**config.mk**
```make
export PLATFORM = sky130hd
export DESIGN_NAME = arbiter_multicore_drain
export DESIGN_NICKNAME = d
export VERILOG_FILES = /design/src/rtl/arbiter_multicore_drain.sv
export SDC_FILE = /design/constraint.sdc
export NUM_CORES = 1
export LEC_CHECK = 0
export CAP_MARGIN = 5
export CORE_AREA = 2 2 130 132
export CTS_CLUSTER_DIAMETER = 40
export CTS_CLUSTER_SIZE = 40
export DETAILED_ROUTE_END_ITERATION = 8
export DIE_AREA = 0 0 132 134
export PLACE_DENSITY = 0.78
export SYNTH_ARGS = -nofsm -noshare
export SYNTH_HDL_FRONTEND = slang
export SYNTH_SLANG_ARGS = --single-unit
```
**constraint.sdc**
```tcl
create_clock -name clk -period 4.6 [get_ports clk]
set_input_delay 0.46 -clock clk [delete_from_list [all_inputs] [get_ports clk]]
set_output_delay 0.46 -clock clk [all_outputs]
set_load 0.1 [all_outputs]
```
**src/rtl/arbiter_multicore_drain.sv**
```systemverilog
// Multi-core drain arbiter: walks the selected core FIFOs in ascending order,
// forwarding an optional header plus num_words payload words per core into a
// single registered valid/ready output stage.
module arbiter_multicore_drain #(
  parameter int N_CORES   = 8,
  parameter int DATA_W    = 32,
  parameter int CNT_W     = 16,
  parameter int HEADER_EN = 1
) (
  input  logic                        clk,
  input  logic                        rst,
  input  logic                        start,
  input  logic                        abort,
  input  logic [N_CORES-1:0]          core_select,
  input  logic [CNT_W-1:0]            num_words,
  input  logic [N_CORES*DATA_W-1:0]   in_dout,
  input  logic [N_CORES-1:0]          in_empty,
  output logic [N_CORES-1:0]          in_rd_en,
  output logic [DATA_W-1:0]           out_data,
  output logic                        out_valid,
  input  logic                        out_ready,
  output logic                        busy,
  output logic                        done
);

  // One extra code so idx can point one past the last core (end of scan).
  localparam int IDX_W = $clog2(N_CORES + 1);

  typedef enum logic [2:0] {
    S_IDLE,
    S_SCAN,
    S_HEADER,
    S_XFER,
    S_DONE
  } state_t;

  state_t              state_q, state_d;
  logic [N_CORES-1:0]  sel_q, sel_d;
  logic [CNT_W-1:0]    num_q, num_d;
  logic [IDX_W-1:0]    idx_q, idx_d;
  logic [CNT_W-1:0]    wcnt_q, wcnt_d;
  logic [DATA_W-1:0]   out_data_q;
  logic                out_valid_q, valid_d;
  logic                busy_q;
  logic                done_q, done_d;

  logic                cur_sel;
  logic                cur_empty;
  logic [DATA_W-1:0]   cur_data;
  logic [DATA_W-1:0]   hdr;
  logic [DATA_W-1:0]   load_word;
  logic                load;
  logic                pop;
  logic                kill;
  logic                stage_free;

  assign stage_free = ~out_valid_q | out_ready;
  assign kill       = abort & (state_q != S_IDLE);

  // Select the FIFO signals of the core currently addressed by idx.
  always_comb begin
    // NOTE: every combinational output gets a default first so no path leaves it unassigned (no latch).
    cur_sel   = 1'b0;
    cur_empty = 1'b1;
    cur_data  = '0;
    for (int k = 0; k < N_CORES; k++) begin
      if (idx_q == IDX_W'(k)) begin
        cur_sel   = sel_q[k];
        cur_empty = in_empty[k];
        cur_data  = in_dout[k*DATA_W +: DATA_W];
      end
    end
  end

  // Header word: A5 marker, core index, zero padding, payload length.
  generate
    if (HEADER_EN != 0) begin : g_hdr
      always_comb begin
        hdr                   = '0;
        hdr[DATA_W-1 -: 8]    = 8'hA5;
        hdr[DATA_W-9 -: 8]    = 8'(idx_q);
        hdr[CNT_W-1:0]        = num_q;
      end
    end else begin : g_no_hdr
      assign hdr = '0;
    end
  endgenerate

  // Next-state, pop and output-stage load decisions.
  always_comb begin
    state_d   = state_q;
    sel_d     = sel_q;
    num_d     = num_q;
    idx_d     = idx_q;
    wcnt_d    = wcnt_q;
    load      = 1'b0;
    load_word = '0;
    pop       = 1'b0;
    done_d    = 1'b0;

    unique case (state_q)
      S_IDLE: begin
        if (start && !abort) begin
          sel_d   = core_select;
          num_d   = num_words;
          idx_d   = '0;
          state_d = S_SCAN;
        end
      end
      S_SCAN: begin
        if (idx_q == IDX_W'(N_CORES)) begin
          state_d = S_DONE;
        end else if (!cur_sel || num_q == '0) begin
          idx_d = idx_q + 1'b1;
        end else begin
          wcnt_d  = '0;
          state_d = (HEADER_EN != 0) ? S_HEADER : S_XFER;
        end
      end
      S_HEADER: begin
        if (stage_free) begin
          load      = 1'b1;
          load_word = hdr;
          state_d   = S_XFER;
        end
      end
      S_XFER: begin
        if (wcnt_q == num_q) begin
          idx_d   = idx_q + 1'b1;
          state_d = S_SCAN;
        end else if (!cur_empty && stage_free) begin
          pop       = 1'b1;
          load      = 1'b1;
          load_word = cur_data;
          wcnt_d    = wcnt_q + 1'b1;
        end
      end
      S_DONE: begin
        if (!out_valid_q) begin
          done_d  = 1'b1;
          state_d = S_IDLE;
        end
      end
      default: state_d = S_IDLE;
    endcase

    // Abort overrides everything: back to idle, nothing popped or loaded.
    if (kill) begin
      state_d = S_IDLE;
      pop     = 1'b0;
      load    = 1'b0;
      done_d  = 1'b0;
    end

    // Output valid: drop on abort, set on load, clear on acceptance.
    if (kill)           valid_d = 1'b0;
    else if (load)      valid_d = 1'b1;
    else if (out_ready) valid_d = 1'b0;
    else                valid_d = out_valid_q;
  end

  // Decode the pop toward the addressed core only.
  always_comb begin
    in_rd_en = '0;
    for (int k = 0; k < N_CORES; k++) begin
      in_rd_en[k] = pop & (idx_q == IDX_W'(k));
    end
  end

  // State, latched request, counters and registered output stage.
  always_ff @(posedge clk or posedge rst) begin
    // NOTE: sequential state uses non-blocking assignments so all registers update from pre-edge values.
    if (rst) begin
      state_q     <= S_IDLE;
      sel_q       <= '0;
      num_q       <= '0;
      idx_q       <= '0;
      wcnt_q      <= '0;
      out_data_q  <= '0;
      out_valid_q <= 1'b0;
      busy_q      <= 1'b0;
      done_q      <= 1'b0;
    end else begin
      state_q     <= state_d;
      sel_q       <= sel_d;
      num_q       <= num_d;
      idx_q       <= idx_d;
      wcnt_q      <= wcnt_d;
      out_valid_q <= valid_d;
      busy_q      <= (state_d != S_IDLE);
      done_q      <= done_d;
      if (load) out_data_q <= load_word;
    end
  end

  assign out_data  = out_data_q;
  assign out_valid = out_valid_q;
  assign busy      = busy_q;
  assign done      = done_q;

endmodule
```
==> results.md, run 1 <==
* Leak at between 3 and 4 nW
* Die height at 134 microns
* Yosys warning count at 0
* TritonCTS sink count at a little over 80
* Total detailed-routing wirelength at between 20,000 and 30,000 microns
* Total cell area at the placement stage at ~9700 sq um
* Final-report setup violation count at 0
* WHS at 0.517 ns
* Initial DRT Pass Iterations at 5
* Die area at approximately 18,000 sq um
* Unrepaired setup endpoints after global routing: no
* Layout Skew at between 0.005 and 0.006 ns
* Insertion delay to the later sink of the worst-skew pair at ~0.34 ns
* GRT Overall Usage at 31.7%
* Diode insertion count for antenna repair at 0
* Layout Cell Area excl Fill at around 10000 sq um
* Area added between synthesis and finish at 63.7%
* CTS Root Cell: clkbuf_16
* Total negative slack at 0 ns
* Worst path cell trace: inv_1, ha_2, buf_4, nor2_1, o221ai_1, a32o_1, and3_1, and3_1, buf_12
* Antenna violations before repair at 0
* Row count at between 40 and 50
* Synthesized cell area at around 6000 sq um
* Buffers & Inverters on Critical Path at 3
* Worst Hold Class: flop to flop
* Share of layout cells above drive strength 1 at between 8 and 9%
* Endpoint class of the critical path: output port
* Routed len/inst at between 20 and 25 microns
* Cell count after synthesis at 689
* Cell repeated most along the worst path: and3_1
* Count of unresolved DRC violations after routing at 0
* Number of buffers inserted to repair setup after CTS at 0
* Family with the most delay on the worst path: simple AND/OR/NAND/NOR gates
* 1st-iter DRT viols at approximately 520
* Final max-slew violation count at 0
* # IOs at 336
* Element type at the critical path start: flop
* Aggregate global routing overflow at 0
* Commonest non-fill, non-tap cell in the layout: clkdlybuf4s50_1
* Largest cells by area after synthesis: dfrtp_1 34%, a221oi_1 4.7%, a21oi_1 3.7%, a221o_1 3.6%, mux2_2 3.5%
* Number of hold violations in the final report at 0
* Syn Area/Cell at 8.85 sq um
* Data required time of the critical path at about 4.1 ns
* IR drop worst, VDD at roughly 0.70 mV
* Number of buffers created by CTS at 9
* Vias in the first global route at 7,377
* Worst-margin pin slew at roughly 1.1 ns
* Max transition margin at a little under a quarter
* Library cells used by synthesis at between 60 and 70
* Critical path peak fanout at 28
* Clk slew on worst S/H paths at 0.06 ns
* Vias after detailed routing at between 7,000 and 8,000
* Global-route wire length before repair at 42,900 microns
* Fill cells at 1,414
* Kind of critical path: flop to output port
* Master of the slowest instance on the critical path: nor2_1
* Detailed Place HPWL at between 20,000 and 25,000 microns
* Final Wtd Congestion at 0.917
* Fraction of registers with async set or reset after synthesis at 100%
* Arrival time reported for the critical path endpoint at between 3 and 4 ns
* Deepest level of the CTS H-tree at 3
* Overall die width at 132 microns
* PnR Total Power at 5.85 mW
* Post-route minimum period at just under 4 ns
* Net Count, Synth at between 900 and 1,000
* Peak Freq at ~250 MHz
* Max-cap violation count at 0
* Antenna Nets Post-Route at 0
* Detail-routed via count per cell at around 6.1
* Number of port buffers at about 340
* Result of the run: complete, no violations
* Worst path max stage delay at 0.64 ns
* Number of enable flip-flop cells after synthesis at 0
* CTS tree: built
* Starting density of the core at around 37%
* Sequential fraction of the synthesis area at about a third
* Maximum number of pins on one net before global-route repair at 65
* Register bit count reported by yosys at just over 80
* Area share of the largest cell type after synthesis at about 34%
* Post-cts sizing count at 0
* Largest area contributor in the netlist: dfrtp_1
* Core region area at approximately 16,000 sq um
* Period utilization at a little under nine tenths
* Nets at between 1,000 and 1,500
* PwrDens at 586 nW/um^2
* Maximum number of buffers from clock root to sink at 2
* Hold bufs inserted after CTS at 0
* Commonest non-fill, non-tap cells in the layout: 327 x clkdlybuf4s50_1, 82 x dfrtp_1, 45 x a21oi_1
* Primary FF master, synth: dfrtp_1
==> power by group <==
part | internal (mW) | total, mW | leakage (nW) | switching (mW)
registers | 1.00 | 1.34 | 1.05 | 0.345
logic | 1.42 | 3.79 | 2.63 | 2.37
clock network | 0.430 | 0.715 | 0.140 | 0.285
total | 2.85 | 5.85 | 3.82 | 3.00
==> kinds of logic (layout without fill, tap and decap cells) <==
group           after synthesis  after routing  synth area share, %
fa+ha+maj                     5              5                 1.03
simple gates                193            193                 17.7
flops                        82             82                 33.7
buf+inv                      82            384                 5.48
mux                          28             28                 5.11
xor+xnor                     23             23                 3.31
compound gates              276            276                 33.7
==> final timing paths <==
kind / from / to / slack (ns) / cells past startpoint
max: idx_q[0] / in_rd_en[4] / 0.66 / 9
min: out_data[8] / out_data[8] / 0.52 / 1
max reg2reg: idx_q[0] / out_data[3] / 1.26 / 10
min reg2reg: out_data[8] / out_data[8] / 0.52 / 1
max in group asynchronous: rst / num_q[14] / 3.06 / 3
min in group asynchronous: rst / busy / 0.63 / 2
==> final cells by class <==
cell class                 instances  area, sq um  share of cell area [%]
clock buffer                      10          239                    2.40
clock inverter                     5         55.1                   0.552
inverter                          16         61.3                   0.615
multi-input combinational        525         3720                    37.3
sequential                        82         2050                    20.6
tap                              220          275                    2.76
timing repair buffer             353         3570                    35.8
==> synth_stat cells, types with 5 or more instances <==
master,instances
a21o_1,18
nor4_1,8
o221ai_1,24
nand2b_1,6
xnor2_1,22
nand4_1,9
o21ai_0,28
nand2_1,23
nand3_1,15
dfrtp_1,82
clkbuf_1,45
nor3_1,10
o21ai_1,9
a21oi_1,45
o221a_2,8
inv_1,14
or4_1,23
nor2b_1,27
a221oi_1,33
a31oi_1,22
ha_1,5
mux2_1,6
or3_1,8
buf_1,7
a22o_1,16
mux2_2,19
a22oi_1,18
nor2_1,39
and3_1,10
o31ai_1,5
a221o_1,22
buf_2,12
==> through the flow <==
stage	cells	utilization, %	worst slack [ns]
after detailed placement	1196	59.4	1.10
after global routing	1211	61.2	0.459
after global placement	1196	59.4	1.23
after CTS	1211	61.2	0.724
final	1211	61.2	0.663
after floorplan	689	-	0.236
==> state kept, by name, summed over array words and instances (netlist names) <==
name       cells
done           1
num_q         16
busy           1
sel_q          8
wcnt_q        16
out_data      32
out_valid      1
state_q        3
idx_q          4
==> per-layer routing <==
layer,vias up,wire (microns),part of all wire (%),track usage (%)
li1,3328,-,-,-
met1,3545,11200,39,37.9
met2,409,13600,48,54.0
met3,73,2380,8.4,8.92
met4,0,1160,4.1,12.6
met5,-,0,0,0
(Power assumes the default switching activity.)
==> inputs of run 2 (changes only) <==
- GPL_TIMING_DRIVEN: default -> 0
- SETUP_SLACK_MARGIN: default -> 0.1
==> run 2 against run 1 <==
  * Design area increased by 1.0%
  * Utilization increased by 0.64 points
  * Hold slack got worse by 0.085 ns
  * Clock power increased by 13%
  * Critical path depth decreased by 1
  * Worst setup slack got worse by 0.23 ns
  * Critical endpoint is now in_rd_en[6]
==> results.md, run 2 (synthesized netlist as in run 1, its figures left out) <==
* Total cell area at the placement stage at 9750 sq um (+0.75%)
* Period utilization at 90.5% (+4.9 points)
* Vias in the first global route at 7,712 (+4.5%)
* Fill cells at 1,421 (+0.50%)
* Sequential standard cell area at 2050 sq um (unchanged)
* Final-report setup violation count at 0 (unchanged)
* Critical path peak fanout at 10 (-64%)
* TritonCTS sink count at 82 (unchanged)
* Max-cap violation count at 0 (unchanged)
* Peak Freq at 240 MHz (-5.4%)
* Diode insertion count for antenna repair at 0 (unchanged)
* Worst R2R Path Depth at 10 (unchanged)
* GRT Overall Usage at 32.6% (+0.95 points)
* Maximum number of pins on one net before global-route repair at 63 (-3.1%)
* Commonest non-fill, non-tap cell in the layout: clkdlybuf4s50_1
* Detail-routed via count per cell at 5.99 (-1.4%)
* Nets at 1,334 (+3.8%)
* Commonest non-fill, non-tap cells in the layout: 327 x clkdlybuf4s50_1, 82 x dfrtp_1, 45 x a21oi_1, 45 x clkbuf_1, 39 x nor2_1
* Element type at the critical path start: flop
* Maximum number of buffers from clock root to sink at 2 (unchanged)
* Count of unresolved DRC violations after routing at 0 (unchanged)
* Clk slew on worst S/H paths at 0.07 ns (about the same)
* CTS tree: built
* Die area at 17,700 sq um (unchanged)
* Final max-slew violation count at 0 (unchanged)
* Number of buffers created by CTS at 9 (unchanged)
* R2r startpoint: idx_q[0]
* CTS Root Cell: clkbuf_16
* Number of flip-flops in the largest register at 32 (unchanged)
* Result of the run: complete, no violations
* IR drop worst, VDD at 0.639 mV (-8.8%)
* Endpoint of the most critical register-to-register path: out_data[8]
* Global-route wire length before repair at 44,800 microns (+4.5%)
* Deepest level of the CTS H-tree at 3 (unchanged)
* Worst setup slack after layout at 0.437 ns (-0.226 ns)
* Kind of critical path: flop to output port
* Worst Hold Class: input pin to asynchronous set/reset pin
* Unrepaired setup endpoints after global routing: no
* Crit path capture: in_rd_en[6]
* Total negative slack at 0 ns (unchanged)
* Core region area at 16,300 sq um (unchanged)
* Number of port buffers at 335 (unchanged)
* Row count at 47 (unchanged)
* Endpoint class of the critical path: output port
* Routed len/inst at 23.1 microns (-1.4%)
* Layout Skew at 0.00839 ns (+0.00329 ns)
* Vias after detailed routing at 7,553 (+2.7%)
* Antenna Nets Post-Route at 0 (unchanged)
* Detailed Place HPWL at 23,400 microns (+7.1%)
* Arrival time reported for the critical path endpoint at 3.70 ns (+0.22 ns)
* Area occupied by multi-input gates at 3710 sq um (-0.40%)
* Overall die width at 132 microns (unchanged)
* Placement-stage worst setup slack at 0.161 ns (-0.942 ns)
* Leak at 3.94 nW (+3.0%)
* Launch point of the critical path: idx_q[0]
* Antenna violations before repair at 0 (unchanged)
* Layout Cell Area excl Fill at 10,100 sq um (+1.0%)
* Aggregate global routing overflow at 0 (unchanged)
* Post-route minimum period at 4.16 ns (+0.226 ns)
* Data required time of the critical path at 4.14 ns (about the same)
* Total detailed-routing wirelength at 29,100 microns (+2.7%)
* Area added between synthesis and finish at 65.4%
* Worst-margin pin slew at 1.02 ns (-0.125 ns)
* Insertion delay to the later sink of the worst-skew pair at 0.34 ns (about the same)
* Die height at 134 microns (unchanged)
* Starting density of the core at 37.4% (unchanged)
* Share of layout cells above drive strength 1 at 6.92% (-1.6 points)
* # IOs at 336 (unchanged)
* Initial DRT Pass Iterations at 8 (+3)
* Max transition margin at 31.5% (+8.1 points)
* Number of hold violations in the final report at 0 (unchanged)
* Flop2flop setup slack at 0.74 ns (-0.52 ns)
* 1st-iter DRT viols at 770 (+49%)
* PwrDens at 593 nW/um^2 (+1.2%)
* Final Wtd Congestion at 0.916 (-0.12%)
* Utilization of the core after routing at 61.9% (+0.64 points)
## run 2: changes by cell type in the layout (fill, tap and decap cells not counted), moves of 2 or more
cell / previous run / this run
buf_1: 0 / 7
buf_12: 8 / 0
buf_2: 0 / 12
buf_4: 18 / 1
clkbuf_1: 0 / 45
clkbuf_2: 0 / 4
clkinv_2: 3 / 0
dlymetal6s2s_1: 0 / 4
ha_1: 2 / 5
ha_2: 3 / 0
nor2_1: 37 / 39
nor2_2: 2 / 0
## run 2: worst min path at each step
stage	end	slack [ns]	cells after the start
after detailed placement	out_data[28]	0.49	2
final	out_data[4]	0.43	2
after global placement	out_data[28]	0.48	2
after floorplan	sel_q[0]	0.46	1
after CTS	out_data[4]	0.44	2
after global routing	out_data[4]	0.47	2
## run 2: repair_timing
action	in CTS	in global routing
hold buffers	0	0
gates resized for setup	4	12
pin swaps	0	0
buffers inserted	0	0
setup endpoints to repair	4	8
## run 2: per-layer routing
metal,GRT usage (%),vias to the layer above,part of all wire [%]
li1,-,3443,-
met1,42.2,3631,42
met2,54.4,421,47
met3,6.54,58,7.7
met4,11.6,0,3.8
met5,0,-,0
## run 2: critical path, stage by stage, from the launching register on
cell and delay, ns:
dfrtp_1 0.47, inv_1 0.14, ha_1 0.32, clkbuf_1 0.33, clkbuf_1 0.49, nand2_1 0.38
clkbuf_1 0.33, nor2_1 0.13, dlymetal6s2s_1 0.76
## run 2: cell type report
cell class | count | share of cell area, %
Buffer | 66 | 2.72
Clock buffer | 10 | 2.37
Clock inverter | 6 | 0.956
Inverter | 16 | 0.621
Multi-Input combinational cell | 525 | 36.8
Sequential cell | 82 | 20.4
Tap cell | 220 | 2.73
Timing Repair Buffer | 336 | 33.4
## run 2: through the flow
| step | instances | total power, mW | hold slack (ns) |
|---|---|---|---|
| final | 1261 | 5.98 | 0.432 |
| after global routing | 1261 | 6.26 | 0.472 |
| after CTS | 1261 | 5.95 | 0.438 |
| after detailed placement | 1245 | 5.13 | 0.492 |
| after global placement | 1244 | 5.09 | 0.481 |
| after floorplan | 689 | 3.85 | 0.464 |
## run 2: power breakdown
group / internal, mW / switching (mW) / leakage, nW / total (mW)
combinational: 1.44 / 2.44 / 2.73 / 3.88
clock: 0.497 / 0.308 / 0.161 / 0.805
sequential: 1.00 / 0.293 / 1.05 / 1.29
total: 2.94 / 3.04 / 3.94 / 5.98
==> inputs of run 3 (changes only) <==
- PLACE_DENSITY: 0.78 -> default
- PLACE_DENSITY_LB_ADDON: default -> 0.08
==> run 3 against run 2 <==
  * Power up 1.1%
  * Largest cell class unchanged
  * Via count down 0.49%
  * Critical path type unchanged
  * Register-to-register slack better by 0.16 ns
  * Largest power group unchanged
  * Critical path depth up 3
  * First-iteration DRC count down 28%
  * Sequential power about the same
  * Highest routed layer is now met5
  * Worst setup slack worse by 0.0065 ns
  * Die area unchanged
  * Sequential cell count unchanged
==> results.md, run 3 (synthesized netlist as in run 1, its figures left out) <==
* Result of the run: complete, no violations
* Count of unresolved DRC violations after routing at 0 (unchanged)
* Detail-routed via count per cell at 5.96 (-0.49%)
* Detailed Place HPWL at 24,400 microns (+4.1%)
* Maximum number of pins on one net before global-route repair at 45 (-29%)
* PwrDens at 597 nW/um^2 (+0.63%)
* Combinational Power Share at 64.0% (-0.9 points)
* IR drop worst, VDD at 0.380 mV (-41%)
* Core region area at 16,300 sq um (unchanged)
* Routed len/inst at 23.8 microns (+3.0%)
* Row count at 47 (unchanged)
* Worst Hold Class: flop to flop
* Max-cap violation count at 0 (unchanged)
* Switching power share of the total at 49.9% (-1.0 points)
* Fill cells at 1,485 (+4.5%)
* Sequential standard cell area at 2050 sq um (unchanged)
* Leak at 3.94 nW (-0.13%)
* Data required time of the critical path at 4.14 ns (about the same)
* Number of buffers created by CTS at 9 (unchanged)
* Max transition margin at 31.4% (-0.14 points)
* Post-route minimum period at 4.17 ns (+0.00649 ns)
* Global-route wire length before repair at 45,400 microns (+1.3%)
* CTS Root Cell: clkbuf_16
* Clk slew on worst S/H paths at 0.06 ns (about the same)
* Insertion delay to the later sink of the worst-skew pair at 0.34 ns (about the same)
* Number of flip-flops in the largest register at 32 (unchanged)
* Area added between synthesis and finish at 66.1%
* Initial DRT Pass Iterations at 5 (-3)
* Diode insertion count for antenna repair at 0 (unchanged)
* Layout Skew at 0.00844 ns (+0.0000445 ns)
* Peak Freq at 240 MHz (-0.16%)
* TritonCTS sink count at 82 (unchanged)
* Aggregate global routing overflow at 0 (unchanged)
* Area occupied by multi-input gates at 3710 sq um (unchanged)
* Number of buffers inserted to repair setup after CTS at 0 (unchanged)
* Nets at 1,334 (unchanged)
* Period utilization at 90.6% (+0.14 points)
* Total negative slack at 0 ns (unchanged)
* Antenna violations before repair at 1 (+1)
* Clk pwr share at 14.7% (+1.2 points)
* Commonest non-fill, non-tap cells in the layout: 327 x clkdlybuf4s50_1, 82 x dfrtp_1, 45 x a21oi_1, 45 x clkbuf_1, 39 x nor2_1
* Number of hold violations in the final report at 0 (unchanged)
* Arrival time reported for the critical path endpoint at 3.71 ns (about the same)
* Overall die width at 132 microns (unchanged)
* Share of power burned in registers at 21.3% (-0.3 points)
* Placed cell count at 1,245 (unchanged)
* Worst-margin pin slew at 1.03 ns (+0.00203 ns)
* GRT Overall Usage at 33.7% (+1.1 points)
* Starting density of the core at 37.4% (unchanged)
* Share of layout cells above drive strength 1 at 7.01% (+0.096 points)
* 1st-iter DRT viols at 554 (-28%)
* Antenna Nets Post-Route at 0 (unchanged)
* WHS at 0.500 ns (+0.0680 ns)
* Maximum number of buffers from clock root to sink at 2 (unchanged)
* Vias after detailed routing at 7,516 (-0.49%)
* Kind of critical path: flop to output port
* Final-report setup violation count at 0 (unchanged)
* # IOs at 336 (unchanged)
* Endpoint class of the critical path: output port
* Unrepaired setup endpoints after global routing: no
* Post-route insts no fill at 1,261 (unchanged)
* Critical path peak fanout at 10 (unchanged)
* Final Wtd Congestion at 0.961 (+4.9%)
* Element type at the critical path start: flop
* Vias in the first global route at 7,630 (-1.1%)
* Commonest non-fill, non-tap cell in the layout: clkdlybuf4s50_1
* Die height at 134 microns (unchanged)
* CTS tree: built
* Reported net switching power at 3.01 mW (-0.92%)
* Number of port buffers at 335 (unchanged)
* Die area at 17,700 sq um (unchanged)
* Final max-slew violation count at 0 (unchanged)
* Total detailed-routing wirelength at 30,000 microns (+3.0%)
* P_int at 3.03 mW (+3.1%)
* Deepest level of the CTS H-tree at 3 (unchanged)
==> run 3: changes by cell type in the layout (fill, tap and decap cells not counted) <==
| cell | delta |
|---|---|
| buf_12 | +1 |
| buf_16 | -1 |
| bufinv_16 | +2 |
| clkbuf_2 | -2 |
| clkbuf_8 | -1 |
| clkdlybuf4s15_2 | +4 |
| clkinvlp_4 | -1 |
| dlymetal6s2s_1 | -1 |
| inv_8 | -1 |
==> run 3: final timing paths <==
kind / end / startpoint / slack [ns] / cells after the start
setup / recovery: in_rd_en[4] / idx_q[0] / 0.43 / 11
hold / removal: out_data[27] / out_data[27] / 0.50 / 2
setup reg to reg: out_data[6] / idx_q[0] / 0.90 / 10
hold reg to reg: out_data[27] / out_data[27] / 0.50 / 2
max in group asynchronous: out_data[23] / rst / 3.45 / 3
min in group asynchronous: num_q[15] / rst / 0.53 / 2
==> run 3: per-stage QoR <==
step | utilization, % | instance area (sq um) | total power, mW | worst slack, ns
floorplan | - | 6090 | 3.85 | 0.236
global placement | 59.7 | 9720 | 5.10 | 0.130
detailed placement | 59.8 | 9750 | 5.12 | 0.130
CTS | 62.1 | 10100 | 6.02 | 0.132
global route | 62.1 | 10100 | 6.32 | 0.225
finish | 62.1 | 10100 | 6.04 | 0.431
==> run 3: timing repair <==
item	CTS	global route
hold buffers	0	0
gates resized for setup	13	7
pin swaps	0	0
setup endpoints to repair	5	7
==> run 3: area by class of cell <==
type                            count  share of cell area, %
Multi-Input combinational cell    525                   36.6
Clock inverter                      6                   1.36
Buffer                             66                   2.72
Timing Repair Buffer              336                   33.4
Sequential cell                    82                   20.3
Tap cell                          220                   2.72
Inverter                           16                  0.618
Clock buffer                       10                   2.26
==> run 3: power by group through the flow <==
stage	Clock, mW	Sequential, mW	Combinational (mW)
3_3_place_gp	0	1.29	3.81
4_1_cts	0.896	1.28	3.84
6_report	0.888	1.29	3.86
3_5_place_dp	0	1.29	3.83
2_1_floorplan	0	2.14	1.71
5_1_grt	0.927	1.32	4.07
==> run 3: worst max-delay path, stage by stage (launching register included) <==
cell and delay, ns:
dfrtp_1 0.47, inv_1 0.12, ha_1 0.29, nor2b_1 0.16
buf_4 0.20, a21oi_1 0.26, a32o_1 0.25, and3_1 0.17
clkbuf_1 0.31, clkbuf_2 0.32, and3_1 0.25, clkdlybuf4s15_2 0.58
==> run 3: per-layer routing <==
| metal | GRT usage [%] | share of wire (%) | vias to the layer above | routed length (microns) |
|---|---|---|---|---|
| met4 | 8.64 | 2.5 | 2 | 743 |
| met3 | 10.2 | 8.9 | 53 | 2680 |
| met1 | 42.8 | 41 | 3653 | 12400 |
| li1 | - | - | 3431 | - |
| met2 | 56.3 | 47 | 377 | 14200 |
| met5 | 0 | 0.040 | - | 12 |
